$ cat config.mk
export PLATFORM = sky130hd
export DESIGN_NAME = instruction_fetch_unit
export DESIGN_NICKNAME = d
export VERILOG_FILES = /design/src/rtl/instruction_fetch_unit.sv
export SDC_FILE = /design/constraint.sdc
export NUM_CORES = 1
export LEC_CHECK = 0
export CAP_MARGIN = 20
export CORE_UTILIZATION = 45
export CTS_CLUSTER_SIZE = 25
export DETAILED_ROUTE_END_ITERATION = 6
export PLACE_DENSITY = 0.84
export SLEW_MARGIN = 40
export SYNTH_ARGS = -nofsm -noshare
export SYNTH_HDL_FRONTEND = slang
export SYNTH_SLANG_ARGS = --single-unit
$ cat constraint.sdc
create_clock -name clk -period 3.6 [get_ports clk]
set_input_delay 0.36 -clock clk [delete_from_list [all_inputs] [get_ports clk]]
set_output_delay 0.36 -clock clk [all_outputs]
set_load 0.005 [all_outputs]
$ cat src/rtl/instruction_fetch_unit.sv
// Fetch stage: owns the PC, captures instruction words into a one-deep
// instruction register with valid/ready hand-off, branch redirect and halt.
module instruction_fetch_unit #(
  parameter int                    ADDR_WIDTH  = 4,
  parameter int                    DATA_WIDTH  = 16,
  parameter logic [ADDR_WIDTH-1:0] RESET_PC    = '0,
  parameter logic [3:0]            HALT_OPCODE = 4'hF,
  parameter int                    COUNT_WIDTH = 8
) (
  input  logic                   clk,
  input  logic                   clr,
  output logic [ADDR_WIDTH-1:0]  instruction_address,
  input  logic [DATA_WIDTH-1:0]  instruction_data,
  input  logic                   branch_valid,
  input  logic [ADDR_WIDTH-1:0]  branch_target,
  output logic [DATA_WIDTH-1:0]  ir_data,
  output logic [ADDR_WIDTH-1:0]  ir_pc,
  output logic                   ir_valid,
  input  logic                   ir_ready,
  output logic                   halted,
  output logic [COUNT_WIDTH-1:0] fetch_count
);

  typedef enum logic {S_RUN = 1'b0, S_HALT = 1'b1} state_t;

  localparam logic [ADDR_WIDTH-1:0]  PC_ONE  = {{(ADDR_WIDTH-1){1'b0}}, 1'b1};
  localparam logic [COUNT_WIDTH-1:0] CNT_ONE = {{(COUNT_WIDTH-1){1'b0}}, 1'b1};

  state_t                 state_q, state_d;
  logic [ADDR_WIDTH-1:0]  pc_q, pc_d;
  logic [DATA_WIDTH-1:0]  ir_data_q, ir_data_d;
  logic [ADDR_WIDTH-1:0]  ir_pc_q, ir_pc_d;
  logic                   ir_valid_q, ir_valid_d;
  logic [COUNT_WIDTH-1:0] count_q, count_d;
  logic                   slot_free_s;
  logic                   is_halt_s;

  assign slot_free_s = ~ir_valid_q | ir_ready;
  assign is_halt_s   = (instruction_data[DATA_WIDTH-1:DATA_WIDTH-4] == HALT_OPCODE);

  // State register with synchronous reset
  always_ff @(posedge clk) begin
    if (clr) begin
      state_q    <= S_RUN;
      pc_q       <= RESET_PC;
      ir_data_q  <= '0;
      ir_pc_q    <= '0;
      ir_valid_q <= 1'b0;
      count_q    <= '0;
    end else begin
      state_q    <= state_d;
      pc_q       <= pc_d;
      ir_data_q  <= ir_data_d;
      ir_pc_q    <= ir_pc_d;
      ir_valid_q <= ir_valid_d;
      count_q    <= count_d;
    end
  end

  // Next-state logic: branch beats capture beats hold
  always_comb begin
    state_d    = state_q;
    pc_d       = pc_q;
    ir_data_d  = ir_data_q;
    ir_pc_d    = ir_pc_q;
    ir_valid_d = ir_valid_q;
    count_d    = count_q;
    if (branch_valid) begin
      pc_d       = branch_target;
      ir_valid_d = 1'b0;
      state_d    = S_RUN;
    end else begin
      case (state_q)
        S_RUN: begin
          if (slot_free_s) begin
            ir_data_d  = instruction_data;
            ir_pc_d    = pc_q;
            ir_valid_d = 1'b1;
            if (count_q != {COUNT_WIDTH{1'b1}}) begin
              count_d = count_q + CNT_ONE;
            end else begin
              count_d = count_q;
            end
            // A halt word is still handed to decode, but the PC stays on it
            if (is_halt_s) begin
              state_d = S_HALT;
            end else begin
              pc_d = pc_q + PC_ONE;
            end
          end else begin
            ir_valid_d = ir_valid_q;
          end
        end
        S_HALT: begin
          if (ir_valid_q && ir_ready) begin
            ir_valid_d = 1'b0;
          end else begin
            ir_valid_d = ir_valid_q;
          end
        end
        default: begin
          state_d = S_RUN;
        end
      endcase
    end
  end

  assign instruction_address = pc_q;
  assign ir_data             = ir_data_q;
  assign ir_pc               = ir_pc_q;
  assign ir_valid            = ir_valid_q;
  assign halted              = (state_q == S_HALT);
  assign fetch_count         = count_q;

endmodule

Yosys cells after proc, flatten, opt, wreduce, memory -nomap -nowiden
Cells that the tools add are included.

Flip-flop bits (word level): 34. Input bits: 24.

Reductions and logical operators: 7. Add/subtract/negate cells: 2. Bitwise logic cells: 4. Eq/ne operators: 6. Muxes and demuxes: 10.

Operators by type and width (count): 4-bit 2-to-1 mux (4); 8-bit by 1-bit adder with 8-bit output, second input constant (1); 8-bit != test, second input constant (1); 2-bit != test, second input constant (3); 3-bit AND reduction (2); 1-bit 2-to-1 mux (5); 4-bit by 1-bit adder with 4-bit output, second input constant (1); 4-bit == test, second input constant (1); 4-bit AND reduction (1); 1-bit inverter (3); 2-bit by 1-bit != test with 1-bit output, second input constant (1); 1-bit one-hot mux with 2 select lines (1); 2-bit AND reduction (1); 2-bit nonzero test (1); 2-bit OR reduction (1); 1-bit logical AND (1); 1-bit OR (1).

Logic depth before layout (Yosys ltp)
Gate-level depths: netlist of run 1.

Word-level depth: 5. Mapped depth: 7. Depth with buffers taken out: 5.

Worst setup path before layout of run 1
Ideal clock, no wire load.

Path type: register -> register. Start point: register count_q[0], in the netlist fetch_count[0]. End point: register count_q[5], in the netlist fetch_count[5]. Buffers on the path: 1. Required time: 3479 ps. Cell stages (with the launch flop): 7. Slack: 1970 ps. Data arrival time: 1510 ps. Clock period less this slack: 1630 ps. Cells stage by stage: dfxtp_1 > ha_1 > nand3_1 > nor3_1 > buf_2 > nor4_1 > mux2_2.

Word-level cells in the longest chain between the ends: 2. Elaborated cells between the ends (all ways): 3. Those cells by class: 1 x add/sub; 1 x eq/ne; 1 x reduce/logical.

RTL lines: from (decl) (RTL line 34) `logic [COUNT_WIDTH-1:0] count_q, count_d;`; from (signal assigned) (RTL line 56) `count_q <= count_d;`; branches (longest 2 deep; another with 8-bit by 1-bit adder with 8-bit output).

Parallel ways; which one is timed is not known. A chain may end at the register's enable or synchronous reset.

Worst setup path in the final report of run 1
Start point: input port branch_valid. End point: register count_q[7], in the netlist fetch_count[7].

Word-level cells in the longest chain between the ends: 2.

RTL lines: from (decl) (RTL line 14) `input logic branch_valid,`; 1-bit inverter (no source line); 4-bit AND reduction (no source line).

No other way between the ends.

==> results of run 1 <==
## synthesized netlist by cell type (all sizes together) (3+ instances only)
cell / count / area, um^2
nand2: 43 / 161
dfxtp: 34 / 681
a21oi: 27 / 135
clkbuf: 7 / 26.3
nor2: 6 / 22.5
a211oi: 5 / 37.5
buf: 4 / 18.8
nor3: 4 / 20.0
nor4: 4 / 25.0
nand3: 3 / 15.0
nor2b: 3 / 26.3
o31ai: 3 / 22.5
or3: 3 / 18.8
or4: 3 / 22.5
## kinds of logic after synthesis
group	count (synthesis)	share of synthesized area, %
adders and majority gates	2	1.82
buffers and inverters	13	3.83
AOI/OAI and AO/OA	38	15.6
and+or+nand+nor	74	25.5
muxes	3	2.37
DFF	34	49.6
xor gates and xnor gates	2	1.28
## cell type report
cell class | instances | area share (%)
clock buffer | 5 | 1.83
timing repair buffer | 60 | 28.9
tap | 31 | 1.89
sequential | 34 | 33.2
inverter | 2 | 0.366
multi-input combinational | 119 | 31.9
clock inverter | 3 | 1.95
## final timing paths
path / start / end / slack, ps / depth (start not counted)
max: branch_valid / fetch_count[7] / 1580 / 4
min: ir_data[1] / ir_data[1] / 460 / 2
max reg2reg: ir_valid / fetch_count[7] / 1760 / 4
min reg2reg: ir_data[1] / ir_data[1] / 460 / 2
## worst reg2reg max path, cell delays in order, from the launching register on
cell and delay (ps):
dfxtp_1 350, nor2b_4 150, or3_1 510, nor4_1 380, mux2_2 360
## power groups by stage
stage	registers (uW)	logic (uW)	clock network (uW)
floorplan	418	46.9	0
global placement	417	120	0
detailed placement	418	124	0
CTS	409	125	279
global route	413	136	298
finish	409	125	272
## flip-flops by register name (all words and copies together) (netlist names)
signal,count
ir_data,16
fetch_count,8
instruction_address,4
ir_pc,4
halted,1
ir_valid,1
## through the flow
| stage | cells | area [um^2] |
|---|---|---|
| 4_1_cts | 254 | 2040 |
| 3_3_place_gp | 246 | 1960 |
| 2_1_floorplan | 166 | 1370 |
| 3_5_place_dp | 246 | 1960 |
| 6_report | 254 | 2050 |
| 5_1_grt | 254 | 2050 |
## layer usage
metal  GRT usage [%]  up-vias  wire (um)  share of wire, %
met2            35.8       48       1760                51
met4            9.76        0         74               2.1
li1                -      688          -                 -
met5               0        -          0                 0
met3            8.62        9        208               6.0
met1            27.6      642       1410                41
==> impl_metrics.yaml, run 1 <==
power:
  power_per_cell_area_nw_per_um2: 393
  total_leakage_power_uw: 0.000742
  power_frac_seq_pct: 50.8
  combinationalPowerShare_pct: 15.5
  power.share.switching_pct: 24.0
  cellInternalPower_uw: 613
  power.clock.fraction_pct: 33.7
  power.net_switching_uw: 193
  peak_ir_drop_on_the_vdd_network_v: 0.000324
  report.power.total_uw: 806
drt:
  detailroute.via_count: 1387
  wire_per_inst_um: 13.6
  wl_um: 3450
  drt-vias-per-instance: 5.46
  postRouteAntennaNets: 0
  detail_route.first_pass.iterations: 6
  drt-initial-drc-count: 58
  drt_drc_violations_left: 4
timing:
  final_min_period_over_clock_period_pct: 56.1
  finish_stage_setup_viols: 0
  worstMarginPinSlew_ps: 608
  timing.hold.ws_ps: 461
  timing_hold_violations_final: 0
  fmaxAchievable_mhz: 495
  grt_setup_unrepaired: "false"
  postLayoutSetupSlackWorst_ps: 1580
  timing_max_transition_violations_final: 0
  slew_headroom_pct: 59.3
  setup_tns_ps: 0
  period_needed_ps: 2020
  clock_skew_ps: 14.6
yosys:
  number_of_synthesized_flops_with_an_enable_pin: 0
  syn-num-nets: 192
  post_synth_num_cell_types: 27
  synthesis.instances: 166
  ys_warn_count: 0
  netlist_area_um2: 1370
  synth.ff_latch_count: 34
  async_flop_share_pct: 0
  postSynth.topFlopCell: "dfxtp_1"
  synth.yosys.seq_area_share_pct: 49.6
  postSynthAreaPerCell_um2: 8.26
flow_run:
  timing.max_cap.violations: 0
setup_path:
  critPathRequiredTime_ps: 3850
  critical-path-max-stage-delay_ps: 620
  crit_path_top_delay_cell: "or3_1"
  crit_family: "simple AND/OR/NAND/NOR gates"
  critical_path.cell_chain: "clkdlybuf4s50_1 -> or3_1 -> nor4_1 -> mux2_2"
  worstSetupStartpointType: "input pin"
  critPathMaxFanout: 15
  end_kind: "flip-flop"
  timing.setup.critical_path_class: "in2reg"
  crit_buf_inv: 1
  cp_data_arrival_time_ps: 2270
clock_tree:
  clkSinkCount: 34
  clock_tree.root_cell: "clkbuf_4"
  cts.hold.buffers_added: 0
  htree_levels: 2
  clock_insertion_delay_worst_skew_ps: 340
  cts_post_setup_buffers_inserted: 0
  tritoncts_buffers: 5
  clock_path_buffers: 2
  cts_tree: "done"
  postCtsResizedCells: 0
  worst_setup_hold_path_clk_slew_ps: 110
grt:
  number_of_global_route_vias_before_repair: 1246
  overflow: 0
  grt_start_max_net_pins: 21
  grt_first_pass_wirelength_um: 5570
  antenna_found_initial: 0
  track_usage_pct: 22.7
floorplan:
  overall_die_height_um: 57.2
  core_area_um2: 2830
  die-area_um2: 3270
  die_width_um: 57.2
  pin_count: 58
  rows: 19
  floorplan.initialDensity_pct: 48.5
min_path:
  hold_path_class: "reg2reg"
layout:
  fraction_of_final_layout_cells_sized_beyond_drive_strength_1_pct: 7.17
  total_area_of_multi_input_combinational_cells_um2: 654
  layout_commonest_cell: "clkdlybuf4s50_1"
  filler_cell_count_in_the_final_layout: 233
  final_core_utilization_pct: 72.5
  mostFrequentLayoutCells: "clkdlybuf4s50_1, nand2_1, dfxtp_1"
  final-seq-area_um2: 681
  antenna_cells: 0
  flow.area_growth_from_synthesis_pct: 49.6
  layout.nets: 248
run_status:
  failed_checks: "DRC"
  outcome: "finished with violations"
placement:
  gp_congestion: 0.764
  detailedPlace.worstSlack_ps: 1260
  port-buffer-count: 57
  dp.final_hpwl_um: 2580
Power figures use the tool's default switching activity.
==> run 2, diff against run 1 <==
Settings changed: CORE_UTILIZATION 45 to 37, PLACE_DENSITY 0.84 to 0.74.
Clock period 3.6 ns to 1.8 ns, I/O delays scaled along.
==> impl_metrics.yaml, run 2 (same netlist as run 1, synthesis figures left out) <==
run_status:
  outcome: "finished, final reports clean"
power:
  peak_ir_drop_on_the_vdd_network_v: 0.000472
  total_leakage_power_uw: 0.000793
  power.clock.fraction_pct: 34.6
  combinationalPowerShare_pct: 15.7
  report.power.total_uw: 1650
  power_per_cell_area_nw_per_um2: 761
  power.net_switching_uw: 390
  cellInternalPower_uw: 1260
  power.share.switching_pct: 23.7
  power_frac_seq_pct: 49.7
timing:
  timing_max_transition_violations_final: 0
  final_min_period_over_clock_period_pct: 93.1
  finish_stage_setup_viols: 0
  slew_headroom_pct: 71.4
  clock_skew_ps: 5.78
  timing.hold.ws_ps: 442
  fmaxAchievable_mhz: 597
  worstMarginPinSlew_ps: 428
  timing_hold_violations_final: 0
  period_needed_ps: 1680
  grt_setup_unrepaired: "false"
clock_tree:
  clkSinkCount: 34
  clock_insertion_delay_worst_skew_ps: 280
  tritoncts_buffers: 5
  worst_setup_hold_path_clk_slew_ps: 70
  clock_tree.root_cell: "clkbuf_8"
  htree_levels: 2
  cts_tree: "done"
  clock_path_buffers: 2
  cts_post_setup_buffers_inserted: 0
layout:
  flow.area_growth_from_synthesis_pct: 57.8
  antenna_cells: 0
  layout_commonest_cell: "clkdlybuf4s50_1"
  layoutNonFillerInstCount: 279
  mostFrequentLayoutCells: "clkdlybuf4s50_1, nand2_1, dfxtp_1"
  layout.nets: 258
  fraction_of_final_layout_cells_sized_beyond_drive_strength_1_pct: 11.6
  final_core_utilization_pct: 62.9
  largest_register_ff_count: 16
floorplan:
  die-area_um2: 3950
  pin_count: 58
  rows: 21
  overall_die_height_um: 62.9
  die_width_um: 62.9
  core_area_um2: 3440
  floorplan.initialDensity_pct: 39.8
setup_path:
  critPathRequiredTime_ps: 1980
  end_kind: "flip-flop"
  critical-path-max-stage-delay_ps: 540
  crit_path_top_delay_cell: "clkdlybuf4s50_1"
  critPathMaxFanout: 8
  cp_data_arrival_time_ps: 1850
  timing.setup.critical_path_class: "in2reg"
  worstSetupStartpointType: "input pin"
  critical_path.cell_chain: "clkdlybuf4s50_1 -> nor2b_4 -> or3_4 -> nor4_1 -> mux2_2"
grt:
  number_of_global_route_vias_before_repair: 1256
  track_usage_pct: 18.2
  overflow: 0
  grt_first_pass_wirelength_um: 5670
  grt_start_max_net_pins: 17
  antenna_found_initial: 0
drt:
  wl_um: 3310
  detail_route.first_pass.iterations: 4
  drt-vias-per-instance: 4.92
  postRouteAntennaNets: 0
  wire_per_inst_um: 11.9
  drt_drc_violations_left: 0
  detailroute.via_count: 1372
  drt-initial-drc-count: 87
placement:
  dp.final_hpwl_um: 2430
  gp_congestion: 0.792
  port-buffer-count: 57
  placedCellCount: 271
flow_run:
  timing.max_cap.violations: 0
min_path:
  hold_path_class: "in2reg"
-- run 2: changes by cell type in the layout (fill, tap and decap cells not counted), sizes merged --
| cell | previous run | this run |
|---|---|---|
| buf | 3 | 13 |
| clkbuf | 5 | 7 |
| bufinv | 1 | 0 |
| clkinv | 2 | 1 |
-- run 2: critical path, delay by kind of cell --
kind / cells / cell delay (ps)
buffers and inverters: 1 / 540
muxes: 1 / 370
and+or+nand+nor: 3 / 760
-- run 2: power by group through the flow --
stage	Clock, uW	Combinational [uW]	Sequential (uW)
floorplan	0	93.9	836
global placement	0	255	834
detailed placement	0	258	835
CTS	579	260	819
global route	616	286	823
finish	570	259	818
-- run 2: path summary, 6_finish.rpt --
check	cells after the start	endpoint	slack [ps]	start
min reg2reg	2	ir_data[14]	450	ir_data[14]
min	3	ir_data[2]	440	instruction_data[2]
max	5	fetch_count[5]	120	ir_ready
max reg2reg	4	fetch_count[5]	170	ir_valid
-- run 2: routing by layer --
metal,wire (um),vias to the layer above,track usage (%),part of all wire [%]
li1,-,707,-,-
met1,1500,618,22.4,45
met2,1620,40,29.8,49
met3,132,7,4.38,4.0
met4,61,0,7.85,1.8
met5,0,-,0,0
-- run 2: repair_timing --
item,4_1_cts,5_1_grt
resized for setup,0,3
hold endpoints to repair,0,0
setup endpoints to repair,0,5
hold buffers,0,0
-- run 2: layout make-up --
cell class	instances	area, um^2
fill	305	1280
tap	46	57.6
clock buffer	7	86.3
clock inverter	1	5.00
timing repair buffer	70	668
multi-input combinational	119	659
sequential	34	681
inverter	2	7.51
-- run 2: through the flow --
step | instance area (um^2) | worst slack, ps | TNS (ps)
after detailed placement | 2060 | -230 | -1330
final | 2160 | 125 | 0
after global routing | 2160 | 65.8 | 0
after floorplan | 1370 | 170 | 0
after CTS | 2150 | 55.3 | 0
after global placement | 2060 | -215 | -1180
